File: config.mk
export PLATFORM = sky130hd
export DESIGN_NAME = pipe_hazard_unit
export DESIGN_NICKNAME = d
export VERILOG_FILES = /design/src/rtl/mips_pipe_pkg.sv /design/src/rtl/pipe_tag_stage.sv /design/src/rtl/pipe_hazard_unit.sv
export SDC_FILE = /design/constraint.sdc
export NUM_CORES = 1
export LEC_CHECK = 0
export CORE_MARGIN = 2
export CORE_UTILIZATION = 52
export DETAILED_ROUTE_END_ITERATION = 6
export HOLD_SLACK_MARGIN = 0.06
export PLACE_DENSITY = 0.88
export RECOVER_POWER = 50
export SETUP_SLACK_MARGIN = 0.15
export SLEW_MARGIN = 20
export SYNTH_ARGS = -nofsm -noshare
export SYNTH_HDL_FRONTEND = slang
export SYNTH_SLANG_ARGS = --single-unit
File: constraint.sdc
create_clock -name CLK -period 2.4 [get_ports CLK]
set_input_delay 0.24 -clock CLK [delete_from_list [all_inputs] [get_ports CLK]]
set_output_delay 0.24 -clock CLK [all_outputs]
set_load 0.02 [all_outputs]
File: src/rtl/mips_pipe_pkg.sv
// Shared encodings for the MIPS pipeline hazard unit and the datapath forward muxes.
// Tag layout (MSB..LSB): valid, dst, regwrite, memread, md, rs, rt, uses_rs, uses_rt.
package mips_pipe_pkg;

    localparam logic [1:0] FWD_RF    = 2'b00;
    localparam logic [1:0] FWD_EXMEM = 2'b01;
    localparam logic [1:0] FWD_MEMWB = 2'b10;

    // Single-bit tag fields: valid, regwrite, memread, md, uses_rs, uses_rt.
    localparam int unsigned TAG_FLAG_W = 6;

    // Total tag width for a register address width of aw (dst, rs, rt plus flags).
    function automatic int unsigned tag_w(input int unsigned aw);
        return 3 * aw + TAG_FLAG_W;
    endfunction

endpackage

File: src/rtl/pipe_tag_stage.sv
// One pipeline tag register: async clear, hold keeps the current tag,
// bubble loads an all-zero (invalid) tag.
module pipe_tag_stage #(
    parameter int unsigned W = 21
) (
    input  logic         clk,
    input  logic         rst_n,
    input  logic         hold,
    input  logic         bubble,
    input  logic [W-1:0] d,
    output logic [W-1:0] q
);

    always_ff @(posedge clk or negedge rst_n) begin
        if (!rst_n) begin
            q <= '0;
        end else if (!hold) begin
            q <= bubble ? '0 : d;
        end
    end

endmodule

File: src/rtl/pipe_hazard_unit.sv
// Hazard/forwarding controller for the 5-stage MIPS pipeline: forward selects,
// load-use stall, branch flush and the multi-cycle mul/div stall window.
module pipe_hazard_unit
    import mips_pipe_pkg::*;
#(
    parameter int unsigned REG_AW   = 5,
    parameter int unsigned MD_LAT   = 4,
    parameter bit          ZERO_REG = 1'b1
) (
    input  logic              CLK,
    input  logic              RESET_N,
    input  logic              id_valid,
    input  logic [REG_AW-1:0] id_rs,
    input  logic [REG_AW-1:0] id_rt,
    input  logic              id_uses_rs,
    input  logic              id_uses_rt,
    input  logic [REG_AW-1:0] id_dst,
    input  logic              id_regwrite,
    input  logic              id_memread,
    input  logic              id_md,
    input  logic              ex_branch_taken,
    output logic              stall,
    output logic              flush,
    output logic [1:0]        fwd_a,
    output logic [1:0]        fwd_b,
    output logic              md_busy
);

    typedef struct packed {
        logic              valid;
        logic [REG_AW-1:0] dst;
        logic              regwrite;
        logic              memread;
        logic              md;
        logic [REG_AW-1:0] rs;
        logic [REG_AW-1:0] rt;
        logic              uses_rs;
        logic              uses_rt;
    } tag_t;

    localparam int unsigned TAG_W = tag_w(REG_AW);
    localparam int unsigned CNT_W = $clog2(MD_LAT) + 1;
    localparam logic [CNT_W-1:0] MD_LOAD = CNT_W'(MD_LAT - 1);

    tag_t             id_tag;
    tag_t             ex_tag;
    tag_t             mem_tag;
    tag_t             wb_tag;
    logic             load_use;
    logic             ex_bubble;
    logic             md_start;
    logic [CNT_W-1:0] md_cnt;
    logic             unused_tag_bits;

    // True when tag t will write GPR r (register 0 excluded when hardwired).
    function automatic logic writes(input tag_t t, input logic [REG_AW-1:0] r);
        return t.valid && t.regwrite && (t.dst == r) && !(ZERO_REG && (r == '0));
    endfunction

    assign id_tag = '{valid: id_valid, dst: id_dst, regwrite: id_regwrite,
                      memread: id_memread, md: id_md, rs: id_rs, rt: id_rt,
                      uses_rs: id_uses_rs, uses_rt: id_uses_rt};

    always_comb begin
        md_busy  = 1'b0;
        load_use = 1'b0;
        flush    = 1'b0;
        stall    = 1'b0;
        fwd_a    = FWD_RF;
        fwd_b    = FWD_RF;

        md_busy  = (md_cnt != '0);
        load_use = ex_tag.memread &&
                   ((id_uses_rs && writes(ex_tag, id_rs)) ||
                    (id_uses_rt && writes(ex_tag, id_rt)));
        // A held mul/div sits in EX, so a taken-branch indication then is spurious.
        flush    = ex_branch_taken && !md_busy;
        stall    = (load_use || md_busy) && !flush;

        // Newest producer (EX/MEM) takes priority over MEM/WB.
        if (ex_tag.uses_rs && writes(mem_tag, ex_tag.rs)) begin
            fwd_a = FWD_EXMEM;
        end else if (ex_tag.uses_rs && writes(wb_tag, ex_tag.rs)) begin
            fwd_a = FWD_MEMWB;
        end
        if (ex_tag.uses_rt && writes(mem_tag, ex_tag.rt)) begin
            fwd_b = FWD_EXMEM;
        end else if (ex_tag.uses_rt && writes(wb_tag, ex_tag.rt)) begin
            fwd_b = FWD_MEMWB;
        end
    end

    assign ex_bubble = stall || flush || !id_valid;
    assign md_start  = !md_busy && !ex_bubble && id_md;

    // Remaining extra EX cycles of the mul/div currently in EX.
    always_ff @(posedge CLK or negedge RESET_N) begin
        if (!RESET_N) begin
            md_cnt <= '0;
        end else if (md_start) begin
            md_cnt <= MD_LOAD;
        end else if (md_busy) begin
            md_cnt <= md_cnt - CNT_W'(1);
        end
    end

    pipe_tag_stage #(.W(TAG_W)) u_ex (
        .clk    (CLK),
        .rst_n  (RESET_N),
        .hold   (md_busy),
        .bubble (ex_bubble),
        .d      (id_tag),
        .q      (ex_tag)
    );

    pipe_tag_stage #(.W(TAG_W)) u_mem (
        .clk    (CLK),
        .rst_n  (RESET_N),
        .hold   (1'b0),
        .bubble (md_busy),
        .d      (ex_tag),
        .q      (mem_tag)
    );

    pipe_tag_stage #(.W(TAG_W)) u_wb (
        .clk    (CLK),
        .rst_n  (RESET_N),
        .hold   (1'b0),
        .bubble (1'b0),
        .d      (mem_tag),
        .q      (wb_tag)
    );

    // Late-stage tags carry the full layout for the datapath; only some fields matter here.
    assign unused_tag_bits = ^{ex_tag.md, mem_tag, wb_tag};

endmodule
Word level (Yosys, flattened, before mapping)
Index checks and enable logic that the tools add are counted.

Add/sub/neg operators: 1. Eq/ne operators: 6. Mux-type cells: 8. Reductions and logical operators: 44.

Operators with widths (count): two-way mux 21 bit (2); == test 5 bit (6); logical AND 1 bit (26); logical NOT 5 bit (4); logical NOT 1 bit (8); two-way mux 2 bit (4); two-way mux 3 bit (2); logical OR 1 bit (4); nonzero test 3 bit (1); subtractor 3 x 1 -> 3 bit, second input constant (1); nonzero test 2 bit (1).

Register bits: 66. Bits of input ports: 24.

Logic depth before layout (Yosys ltp)
Gate-level depths: netlist of run 1.

Depth in word-level cells: 14. Mapped depth: 8. Depth with buffers taken out: 8.

Cells and area by module
From an unflattened synthesis of run 1, not the netlist that was laid out.

Cells, all modules: 343. Area, all modules: 3502.1 um^2.

Modules (own cells, without submodules): pipe_tag_stage (times used 3, cells each 89, area an instance 967.2 um^2, sequential area each 525.5 um^2); pipe_hazard_unit (times used 1, cells each 76, area an instance 600.6 um^2, sequential area each 75.1 um^2).

Least setup slack after synthesis of run 1
OpenSTA, ideal clock, no wires.

Kind: register to output. From: reg u_ex.q[18]. To: out stall. Arrival time: 1.805 ns. Required time: 2.160 ns. Setup slack: 0.355 ns. Cell stages (with the launch flop): 6. Cell sequence: dfrtp_1 xor2_1 or4_4 nor4_4 nor2_1 o21ai_1.

Cells in the longest elaborated chain, start to end: 8. Elaborated cells between the ends (all ways): 12. Those cells by class: eq/ne (2); reduce/logical (10).

Ends and longest elaborated chain: start, declared (line pipe_tag_stage.sv:11) `output logic [W-1:0] q`; start signal, assigned (line pipe_tag_stage.sv:18) `q <= bubble ? '0 : d;`; == test 5 bit (line pipe_hazard_unit.sv:57) `return t.valid && t.regwrite && (t.dst == r) && !(ZERO_REG && (r == '0));`; logical AND 1 bit (2 in a row) (line pipe_hazard_unit.sv:57); logical AND 1 bit (on tied branches) (line pipe_hazard_unit.sv:74, pipe_hazard_unit.sv:75); logical OR 1 bit * (line pipe_hazard_unit.sv:74) `((id_uses_rs && writes(ex_tag, id_rs)) ||`; logical AND 1 bit * (line pipe_hazard_unit.sv:73) `load_use = ex_tag.memread &&`; logical OR 1 bit * (line pipe_hazard_unit.sv:78) `stall = (load_use || md_busy) && !flush;`; logical AND 1 bit * (line pipe_hazard_unit.sv:78); end, declared (line pipe_hazard_unit.sv:22) `output logic stall,`.

Mark *: on every way between the ends. The rest lies on a longest branch, timed or not.

Worst setup path after layout of run 1
From: in id_rt[2]. To: out stall.

Cells in the longest elaborated chain, start to end: 8. Elaborated cells between the ends (all ways): 10. Those cells by class: eq/ne (1); reduce/logical (9).

Ends and longest elaborated chain: start, declared (line pipe_hazard_unit.sv:14) `input logic [REG_AW-1:0] id_rt,`; == test 5 bit / logical NOT 5 bit (equally long branches) (line pipe_hazard_unit.sv:57); logical AND 1 bit / logical NOT 1 bit (equally long branches) (line pipe_hazard_unit.sv:57); logical AND 1 bit * (line pipe_hazard_unit.sv:57); logical AND 1 bit * (line pipe_hazard_unit.sv:75) `(id_uses_rt && writes(ex_tag, id_rt)));`; logical OR 1 bit * (line pipe_hazard_unit.sv:74); logical AND 1 bit * (line pipe_hazard_unit.sv:73); logical OR 1 bit * (line pipe_hazard_unit.sv:78); logical AND 1 bit * (line pipe_hazard_unit.sv:78).

Marks and branches as above.

==> results.txt, run 1 <==
----------------------------------------------------
[Status]
  Status ... finished, final reports clean

[Setup path]
  Number of gates on the worst path with buffers counted ... 8
  Cell family with most CP delay ... buffers and inverters
  Critical path's most frequent cell ... sky130_fd_sc_hd__buf_4
  Cells traversed along the worst timing path ... clkdlybuf4s50_1, buf_4, or4_1, a21oi_2, nor4_4, nor2_2, o21ai_1, buf_4
  Source of the worst register-to-register timing path ... u_ex.q[17]
  Critical Path Source Type ... input port
  Slowest-stage cell, CP ... sky130_fd_sc_hd__or4_1
  Required time of the critical path ... 2.16 ns
  Endpoint class of the critical path ... output pin
  Count of buffering cells on the critical path with inverters included ... 3
  R2R Setup Slk ... 0.37 ns
  Worst R2R Path Depth ... 7
  Worst setup path end ... stall
  Category of the critical setup timing path ... input port to output pin
  First element of the critical path ... id_rt[2]
  Data arrival at the endpoint of the critical path ... 2.04 ns
  Worst path max stage delay ... 0.51 ns
  Max FO, Critical Path ... 2
  Worst reg2reg path endpoint ... u_ex.q[19]

[Global route]
  Vias in the first global route ... 1447
  Global-route wire length before repair ... 6610 µm
  Grt ovf ... 0
  Maximum number of pins on one net before global-route repair ... 38
  Global routing usage summed across all routing layers ... 21.9%
  Initial antenna violation count ... 0

[Floorplanning]
  Width of the die ... 62.2 µm
  Vertical die dimension ... 62.2 µm
  Core Region ... 3280 µm²
  Die outline area ... 3860 µm²
  I/O pin count ... 31
  Std cell rows ... 21
  Initial cell density of the core ... 53.6%

[Timing]
  Worst rel slew slack ... 39.8%
  TNS Setup ... 0 ns
  Fin crit share ... 95.2%
  RSZ-0062 raised after global routing ... true
  Setup-violating endpoint count in the final report ... 0
  Setup Skew ... 0.0108 ns
  Crit path time final ... 2.28 ns
  Final count of pins violating max slew ... 0
  F_max ... 438 MHz
  Number of hold-slack violations in the final timing report ... 0
  Worst-margin pin slew ... 0.903 ns

[Logic synthesis]
  Gate count after technology mapping ... 148
  Number of different library cells in the post-synthesis netlist ... 28
  Cell area after synthesis ... 1760 µm²
  Post-synthesis net count ... 174
  Number of enable-type register cells in the synthesized netlist ... 0
  Yosys top cell by area ... sky130_fd_sc_hd__dfrtp_1
  Avg Cell Area, Syn ... 11.9 µm²
  Sequential element share of the synthesized area ... 52.6%
  Most common cell in the synthesized netlist ... sky130_fd_sc_hd__dfrtp_1
  Flops & latches, synth ... 37
  Share of synthesized registers carrying an async set or reset ... 100%
  Predominant post-synthesis flop cell ... sky130_fd_sc_hd__dfrtp_1
  Fraction of post-synthesis cell area in the top cell type by area ... 52.6%
  Leading post-synthesis cells by cell area ... sky130_fd_sc_hd__dfrtp_1 (53%), sky130_fd_sc_hd__a22o_1 (9.5%), sky130_fd_sc_hd__xor2_1 (8.0%)
  Warnings, synthesis ... 0
  Leading post-synthesis cells by instance count ... sky130_fd_sc_hd__dfrtp_1 (37), sky130_fd_sc_hd__a22o_1 (19), sky130_fd_sc_hd__xor2_1 (16)

[CTS]
  CTS Buffer Depth ... 2
  H-tree lvl count ... 2
  Clock transition at the registers of the reported paths ... 0.10 ns
  Clk Latency, worst-skew pair ... 0.33 ns
  Clock Sinks ... 37
  TritonCTS clock tree ... built
  CTS buffer count ... 5
  Buffer type at the clock tree root ... sky130_fd_sc_hd__clkbuf_4

[Placement]
  Total half-perimeter wirelength after legalization and detailed placement ... 3010 µm
  Routability Congestion ... 0.844
  Port Buf Inserts ... 30

[Final layout]
  Layout cells sized above 1 ... 20.6%
  Final core area utilization ... 72.1%
  Diode insertion count for antenna repair ... 0
  Area added between synthesis and finish ... 34.6%
  Net count, final ... 224

[Drt]
  Routed length per placed instance ... 16.7 µm
  Routed WL ... 4090 µm
  Total vias in the final route ... 1325
  Via density per instance ... 5.41
  Residual antenna-violating net count after detailed routing ... 0
  TritonRoute pass-1 iters ... 4
  Number of design rule violations left after detail routing ... 0
  DR iter-0 viols ... 45

[Run]
  Max Cap Violations ... 0

[Min path]
  Hold/Removal Path Class ... register to register

[Power and ir drop]
  Worst vdd ir ... 0.578 mV
  Power density cells ... 1110 nW/µm²
  Leakage Power ... 1.12 nW

----------------------------------------------------
-- worst min path at each step --
stage          slack [ns]         from         end  depth (start not counted)
3_3_place_gp         0.36  u_mem.q[20]  u_wb.q[20]                          0
6_report             0.39  u_mem.q[20]  u_wb.q[20]                          0
2_1_floorplan       -0.06      RESET_N   md_cnt[0]                          0
4_1_cts              0.32      RESET_N  u_ex.q[19]                          2
3_5_place_dp         0.36  u_mem.q[20]  u_wb.q[20]                          0
5_1_grt              0.40  u_mem.q[14]  u_wb.q[14]                          0
-- worst register-to-register path: stages, from the launching register on --
cell,delay (ns)
sky130_fd_sc_hd__dfrtp_1,0.42
sky130_fd_sc_hd__xor2_1,0.17
sky130_fd_sc_hd__or4_4,0.53
sky130_fd_sc_hd__nor4_4,0.21
sky130_fd_sc_hd__buf_4,0.20
sky130_fd_sc_hd__nor4_4,0.05
sky130_fd_sc_hd__buf_12,0.16
sky130_fd_sc_hd__a22o_1,0.20
-- state kept, by name, indices dropped and copies added (netlist names) --
name	count
u_wb.q	7
u_ex.q	20
u_mem.q	7
md_cnt	3
-- timing repair --
action | 4_1_cts | 5_1_grt
setup endpoints to repair | 7 | 5
resized for setup | 20 | 9
gates cloned | 0 | 0
pin swaps | 0 | 2
buffers inserted | 2 | 0
hold buffers | 0 | 0
-- per-layer routing --
metal,global-route usage [%],share of wire (%),vias to the layer above
li1,-,-,632
met1,25.4,40,652
met5,0,0,-
met4,7.22,1.4,0
met3,6.34,3.9,6
met2,39.1,55,35
-- area by class of cell --
| cell class | instances | area (µm²) |
|---|---|---|
| timing repair buffer | 48 | 435 |
| clock inverter | 3 | 65.1 |
| fill | 243 | 916 |
| multi-input combinational | 99 | 820 |
| tap | 46 | 57.6 |
| clock buffer | 5 | 37.5 |
| sequential | 37 | 927 |
| inverter | 7 | 26.3 |
-- kinds of logic (layout without fill, tap and decap cells) --
family	after synthesis	in the layout	synth area share, %
and+or+nand+nor	36	36	13.2
adders and majority gates	2	2	1.42
AOI/OAI and AO/OA	32	32	14.9
DFF	37	37	52.6
xor gates and xnor gates	29	29	14.4
buffers and inverters	12	63	3.41
-- power by group --
group | switching [mW] | internal, mW | leakage [nW]
Combinational | 0.497 | 0.566 | 0.571
Sequential | 0.208 | 0.827 | 0.498
Clock | 0.199 | 0.323 | 0.0552
Total | 0.903 | 1.72 | 1.12
-- through the flow --
stage | std cells | power, mW | hold slack (ns) | setup WS [ns] | cell area (µm²)
floorplan | 148 | 1.66 | -0.0556 | 0.355 | 1760
global placement | 235 | 1.95 | 0.363 | -0.248 | 2220
detailed placement | 235 | 2.02 | 0.364 | -0.284 | 2220
CTS | 245 | 2.60 | 0.318 | 0.0859 | 2350
global route | 245 | 2.79 | 0.402 | 0.0141 | 2370
finish | 245 | 2.62 | 0.385 | 0.116 | 2370
-- placed cells by master (no fill, tap or decap), types with 2 or more instances in the layout --
master,count
sky130_fd_sc_hd__nand2_1,4
sky130_fd_sc_hd__nor2_1,6
sky130_fd_sc_hd__nor4_1,3
sky130_fd_sc_hd__or4_1,3
sky130_fd_sc_hd__dfrtp_1,36
sky130_fd_sc_hd__nand4_1,5
sky130_fd_sc_hd__buf_4,18
sky130_fd_sc_hd__inv_1,7
sky130_fd_sc_hd__nor4_4,2
sky130_fd_sc_hd__and2_1,7
sky130_fd_sc_hd__a22o_1,19
sky130_fd_sc_hd__dlygate4sd2_1,2
sky130_fd_sc_hd__bufinv_16,2
sky130_fd_sc_hd__xnor2_1,13
sky130_fd_sc_hd__nor3_1,2
sky130_fd_sc_hd__a21oi_1,2
sky130_fd_sc_hd__clkbuf_4,5
sky130_fd_sc_hd__xor2_1,16
sky130_fd_sc_hd__clkdlybuf4s50_1,23
sky130_fd_sc_hd__o21ai_1,2
sky130_fd_sc_hd__o21ai_2,2
Note: power is estimated with default switching activity, not from simulation.
==> run 2: changes to the inputs <==
--- a/config.mk
+++ b/config.mk
@@ -6,10 +6,10 @@
 export NUM_CORES = 1
 export LEC_CHECK = 0
 export CORE_MARGIN = 2
-export CORE_UTILIZATION = 52
+export CORE_UTILIZATION = 47
 export DETAILED_ROUTE_END_ITERATION = 6
 export HOLD_SLACK_MARGIN = 0.06
-export PLACE_DENSITY = 0.88
+export PLACE_DENSITY = 0.84
 export RECOVER_POWER = 50
 export SETUP_SLACK_MARGIN = 0.15
 export SLEW_MARGIN = 20
==> constraint.sdc (replaced) <==
create_clock -name CLK -period 1.9 [get_ports CLK]
set_input_delay 0.19 -clock CLK [delete_from_list [all_inputs] [get_ports CLK]]
set_output_delay 0.19 -clock CLK [all_outputs]
set_load 0.02 [all_outputs]
==> results.txt, run 2 (synthesized netlist as in run 1, its figures left out) <==
----------------------------------------------------
[Placement]
  Total half-perimeter wirelength after legalization and detailed placement ... 3290 µm
  Placed cell area ... 2400 µm²
  Port Buf Inserts ... 30
  # placed instances ... 259
  Routability Congestion ... 0.821
  Worst setup slack after placement ... -0.678 ns

[Power and ir drop]
  Power density cells ... 1450 nW/µm²
  Leakage Power ... 1.28 nW
  Proportion of power drawn by the clock network ... 18.2%
  Overall Power ... 3.93 mW
  Power share of the combinational group ... 49.4%
  Switching power of the nets ... 1.40 mW
  Portion of total power attributed to sequential cells ... 32.4%
  Fraction of power spent switching nets ... 35.5%
  Internal power summed over all cells ... 2.53 mW
  Worst vdd ir ... 1.10 mV

[Timing]
  RSZ-0062 raised after global routing ... true
  TNS Setup ... -2.80 ns
  Final worst-path setup slack ... -0.200 ns
  Crit path time final ... 2.10 ns
  Setup-violating endpoint count in the final report ... 25
  Setup Skew ... 0.0133 ns
  Worst-margin pin slew ... 0.896 ns
  Worst rel slew slack ... 40.3%
  Final count of pins violating max slew ... 0
  F_max ... 476 MHz
  Fin crit share ... 111%
  Number of hold-slack violations in the final timing report ... 0
  Hold WS ... 0.171 ns

[CTS]
  Number of hold buffers added after CTS ... 0
  Clock transition at the registers of the reported paths ... 0.07 ns
  Clock Sinks ... 37
  TritonCTS clock tree ... built
  Clk Latency, worst-skew pair ... 0.30 ns
  CTS Buffer Depth ... 2
  CTS buffer count ... 5
  H-tree lvl count ... 2
  Buffer type at the clock tree root ... sky130_fd_sc_hd__clkbuf_8

[Setup path]
  Max FO, Critical Path ... 2
  Category of the critical setup timing path ... register to output pin
  Count of buffering cells on the critical path with inverters included ... 1
  Required time of the critical path ... 1.71 ns
  Cell family with most CP delay ... simple AND/OR/NAND/NOR gates
  Slowest-stage cell, CP ... sky130_fd_sc_hd__or4_4
  Cells traversed along the worst timing path ... xor2_1, or4_4, nor4_4, nor2_2, o21ai_2, buf_6
  Critical Path Source Type ... register
  Endpoint class of the critical path ... output pin
  Worst path max stage delay ... 0.54 ns
  Data arrival at the endpoint of the critical path ... 1.91 ns

[Final layout]
  Area added between synthesis and finish ... 53.8%
  Layout cells sized above 1 ... 37.1%
  Diode insertion count for antenna repair ... 0
  Final core area utilization ... 74.4%
  Most common library cell in the layout ignoring fill and taps ... sky130_fd_sc_hd__dfrtp_1
  Max reg flops ... 20
  Post-route cell area ... 2710 µm²
  Most frequent cells in the layout ... sky130_fd_sc_hd__dfrtp_1 (37), sky130_fd_sc_hd__buf_4 (36), sky130_fd_sc_hd__a22o_1 (19)
  Net count, final ... 249
  Register bank with the most flops ... u_ex.q
  Registers with the most flip-flops ... u_ex.q x20, u_mem.q x7, u_wb.q x7
  Non-filler cells in the finished layout ... 272

[Drt]
  Routed length per placed instance ... 17.5 µm
  Via density per instance ... 5.42
  Residual antenna-violating net count after detailed routing ... 0
  Routed WL ... 4760 µm
  DR iter-0 viols ... 47
  TritonRoute pass-1 iters ... 4
  Number of design rule violations left after detail routing ... 0
  Total vias in the final route ... 1474

[Floorplanning]
  Initial cell density of the core ... 48.4%
  Width of the die ... 65.2 µm
  Core Region ... 3630 µm²
  Die outline area ... 4250 µm²
  Std cell rows ... 22
  Vertical die dimension ... 65.2 µm
  I/O pin count ... 31

[Min path]
  Hold/Removal Path Class ... input port to register

[Global route]
  Vias in the first global route ... 1573
  Global routing usage summed across all routing layers ... 24.4%
  Maximum number of pins on one net before global-route repair ... 38
  Grt ovf ... 0
  Initial antenna violation count ... 0
  Global-route wire length before repair ... 7600 µm

[Status]
  Status ... finished, violations left
  Violated checks ... setup timing

[Run]
  Max Cap Violations ... 0

----------------------------------------------------
-- run 2: cell type report --
| type | instances | area, µm² |
|---|---|---|
| clock buffer | 7 | 86.3 |
| sequential | 37 | 926 |
| clock inverter | 1 | 30.0 |
| timing repair buffer | 73 | 624 |
| fill | 245 | 928 |
| multi-input combinational | 99 | 952 |
| tap | 48 | 60.1 |
| inverter | 7 | 26.3 |
-- run 2: repair_timing --
item | CTS | global route
resized for setup | 65 | 14
pin swaps | 11 | 9
gates cloned | 1 | 1
buffers inserted | 2 | 1
endpoints found under the setup margin | 29 | 30
-- run 2: metal layers --
| layer | vias up | wire length (µm) | GRT usage [%] |
|---|---|---|---|
| li1 | 689 | - | - |
| met5 | - | 0 | 0 |
| met2 | 34 | 2500 | 44.0 |
| met3 | 15 | 143 | 4.97 |
| met1 | 736 | 1980 | 26.9 |
| met4 | 0 | 136 | 12.5 |
-- run 2: final timing paths --
path,to,depth (start not counted),start,slack [ns]
setup / recovery,stall,6,u_ex.q[18],-0.20
hold / removal,u_ex.q[2],2,id_rt[0],0.17
setup reg to reg,u_ex.q[1],8,u_ex.q[18],-0.14
hold reg to reg,u_wb.q[14],0,u_mem.q[14],0.40
max in group asynchronous,u_mem.q[17],2,RESET_N,0.80
min in group asynchronous,u_ex.q[10],2,RESET_N,0.54
-- run 2: power groups by stage --
stage / sequential, mW / combinational [mW] / clock (mW)
floorplan: 1.26 / 0.869 / 0
global placement: 1.24 / 1.52 / 0
detailed placement: 1.26 / 1.60 / 0
CTS: 1.26 / 1.78 / 0.708
global route: 1.30 / 2.10 / 0.752
finish: 1.27 / 1.94 / 0.717
==> run 3: changes to the inputs <==
--- a/config.mk
+++ b/config.mk
@@ -5,7 +5,6 @@
 export SDC_FILE = /design/constraint.sdc
 export NUM_CORES = 1
 export LEC_CHECK = 0
-export CORE_MARGIN = 2
 export CORE_UTILIZATION = 47
 export DETAILED_ROUTE_END_ITERATION = 6
 export HOLD_SLACK_MARGIN = 0.06
==> results.txt, run 3 (synthesized netlist as in run 1, its figures left out) <==
----------------------------------------------------
[Drt]
  DR iter-0 viols ... 68
  Residual antenna-violating net count after detailed routing ... 0
  Total vias in the final route ... 1522
  Number of design rule violations left after detail routing ... 0
  Via density per instance ... 5.58
  Routed length per placed instance ... 19.6 µm
  Routed WL ... 5350 µm
  TritonRoute pass-1 iters ... 4

[CTS]
  Buffer type at the clock tree root ... sky130_fd_sc_hd__clkbuf_8
  CTS buffer count ... 5
  Clk Latency, worst-skew pair ... 0.30 ns
  CTS Buffer Depth ... 2
  Clock Sinks ... 37
  Clock transition at the registers of the reported paths ... 0.08 ns
  TritonCTS clock tree ... built
  H-tree lvl count ... 2

[Global route]
  Vias in the first global route ... 1728
  Grt ovf ... 0
  Global routing usage summed across all routing layers ... 27.6%
  Global-route wire length before repair ... 8090 µm
  Initial antenna violation count ... 0
  Maximum number of pins on one net before global-route repair ... 38

[Run]
  Max Cap Violations ... 0

[Placement]
  Port Buf Inserts ... 30
  Total half-perimeter wirelength after legalization and detailed placement ... 3370 µm
  # placed instances ... 259
  Worst setup slack after placement ... -0.680 ns
  Routability Congestion ... 0.830

[Floorplanning]
  Core Region ... 3470 µm²
  I/O pin count ... 31
  Vertical die dimension ... 63.2 µm
  Width of the die ... 63.2 µm
  Std cell rows ... 21
  Die outline area ... 3990 µm²
  Initial cell density of the core ... 50.7%

[Final layout]
  Area added between synthesis and finish ... 54.5%
  Most frequent cells in the layout ... sky130_fd_sc_hd__buf_4 (36), sky130_fd_sc_hd__dfrtp_1 (36), sky130_fd_sc_hd__a22o_1 (19)
  Max reg flops ... 20
  Final core area utilization ... 78.4%
  Layout cells sized above 1 ... 40.1%
  Non-filler cells in the finished layout ... 273
  Net count, final ... 252
  Registers with the most flip-flops ... u_ex.q x20, u_mem.q x7, u_wb.q x7
  Diode insertion count for antenna repair ... 0
  Register bank with the most flops ... u_ex.q

[Timing]
  Worst-margin pin slew ... 0.915 ns
  Number of hold-slack violations in the final timing report ... 0
  Crit path time final ... 2.15 ns
  Final count of pins violating max slew ... 0
  Setup-violating endpoint count in the final report ... 25
  F_max ... 465 MHz
  Worst rel slew slack ... 39.0%
  Final worst-path setup slack ... -0.252 ns
  RSZ-0062 raised after global routing ... true
  Hold WS ... 0.194 ns
  Setup Skew ... 0.0126 ns
  Fin crit share ... 113%

[Status]
  Status ... finished, violations left
  Violated checks ... setup timing

[Setup path]
  Worst R2R Path Depth ... 8
  R2R Setup Slk ... -0.22 ns
  Max FO, Critical Path ... 2
  Required time of the critical path ... 1.71 ns
  Critical Path Source Type ... register
  Data arrival at the endpoint of the critical path ... 1.96 ns
  Worst reg2reg path endpoint ... u_ex.q[0]
  Source of the worst register-to-register timing path ... u_ex.q[18]
  Category of the critical setup timing path ... register to output pin
  Endpoint class of the critical path ... output pin

[Power and ir drop]
  Worst vdd ir ... 0.805 mV
  Power density cells ... 1430 nW/µm²
  Leakage Power ... 1.30 nW

[Min path]
  Hold/Removal Path Class ... input port to register
  Number of cells on the worst hold path ... 2
  End of the worst hold path ... u_ex.q[2]
  Worst Hold Launch ... id_rt[0]

----------------------------------------------------
## run 3: cell type report
type,count,area [µm²]
multi-input cells,99,960
inverters,7,26.3
flip-flops and latches,37,927
clock buffers,6,82.6
fillers,207,751
well taps,46,57.6
repair buffers,76,651
clock inverters,2,13.8
## run 3: repair_timing
item / in CTS / in global routing
resized for setup: 64 / 18
pin swaps: 8 / 7
endpoints found under the setup margin: 30 / 30
endpoints found under the hold margin: 0 / 0
gates cloned: 2 / 0
setup buffers: 3 / 1
hold buffers: 0 / 0
## run 3: power breakdown
| part | internal (mW) | switching (mW) | total [mW] |
|---|---|---|---|
| sequential | 1.05 | 0.273 | 1.32 |
| clock | 0.294 | 0.291 | 0.584 |
| combinational | 1.09 | 0.903 | 1.99 |
## run 3: how the worst max path moves through the flow
stage / start / end / slack, ns / cells past startpoint
3_5_place_dp: id_rt[3] / stall / -0.68 / 7
3_3_place_gp: id_rt[3] / stall / -0.66 / 7
6_report: u_ex.q[18] / stall / -0.25 / 6
4_1_cts: u_ex.q[18] / stall / -0.25 / 6
5_1_grt: u_ex.q[18] / stall / -0.31 / 6
2_1_floorplan: u_ex.q[18] / stall / 0.008 / 5
## run 3: per-layer routing
| layer | vias to the layer above | share of wire (%) | wire length [µm] | GRT usage (%) |
|---|---|---|---|---|
| li1 | 688 | - | - | - |
| met1 | 759 | 38 | 2010 | 29.9 |
| met2 | 60 | 55 | 2920 | 50.3 |
| met3 | 15 | 5.1 | 271 | 5.80 |
| met4 | 0 | 2.8 | 147 | 14.2 |
| met5 | - | 0 | 0 | 0 |
## run 3: metrics by stage
stage                     total power, mW  area [µm²]  TNS (ns)
after floorplan                      2.13        1790         0
after global placement               2.76        2410    -11.99
after detailed placement             2.87        2410    -13.32
after CTS                            3.62        2660     -3.57
after global routing                 4.09        2720     -5.22
final                                3.90        2720     -4.12
## run 3: worst max-delay path, cell delays in order, from the launching register on
cell and delay [ns]:
sky130_fd_sc_hd__dfrtp_1 0.41, sky130_fd_sc_hd__xor2_1 0.17, sky130_fd_sc_hd__or4_4 0.54, sky130_fd_sc_hd__nor4_4 0.20
sky130_fd_sc_hd__nor2_2 0.10, sky130_fd_sc_hd__o21ai_2 0.13, sky130_fd_sc_hd__buf_6 0.13
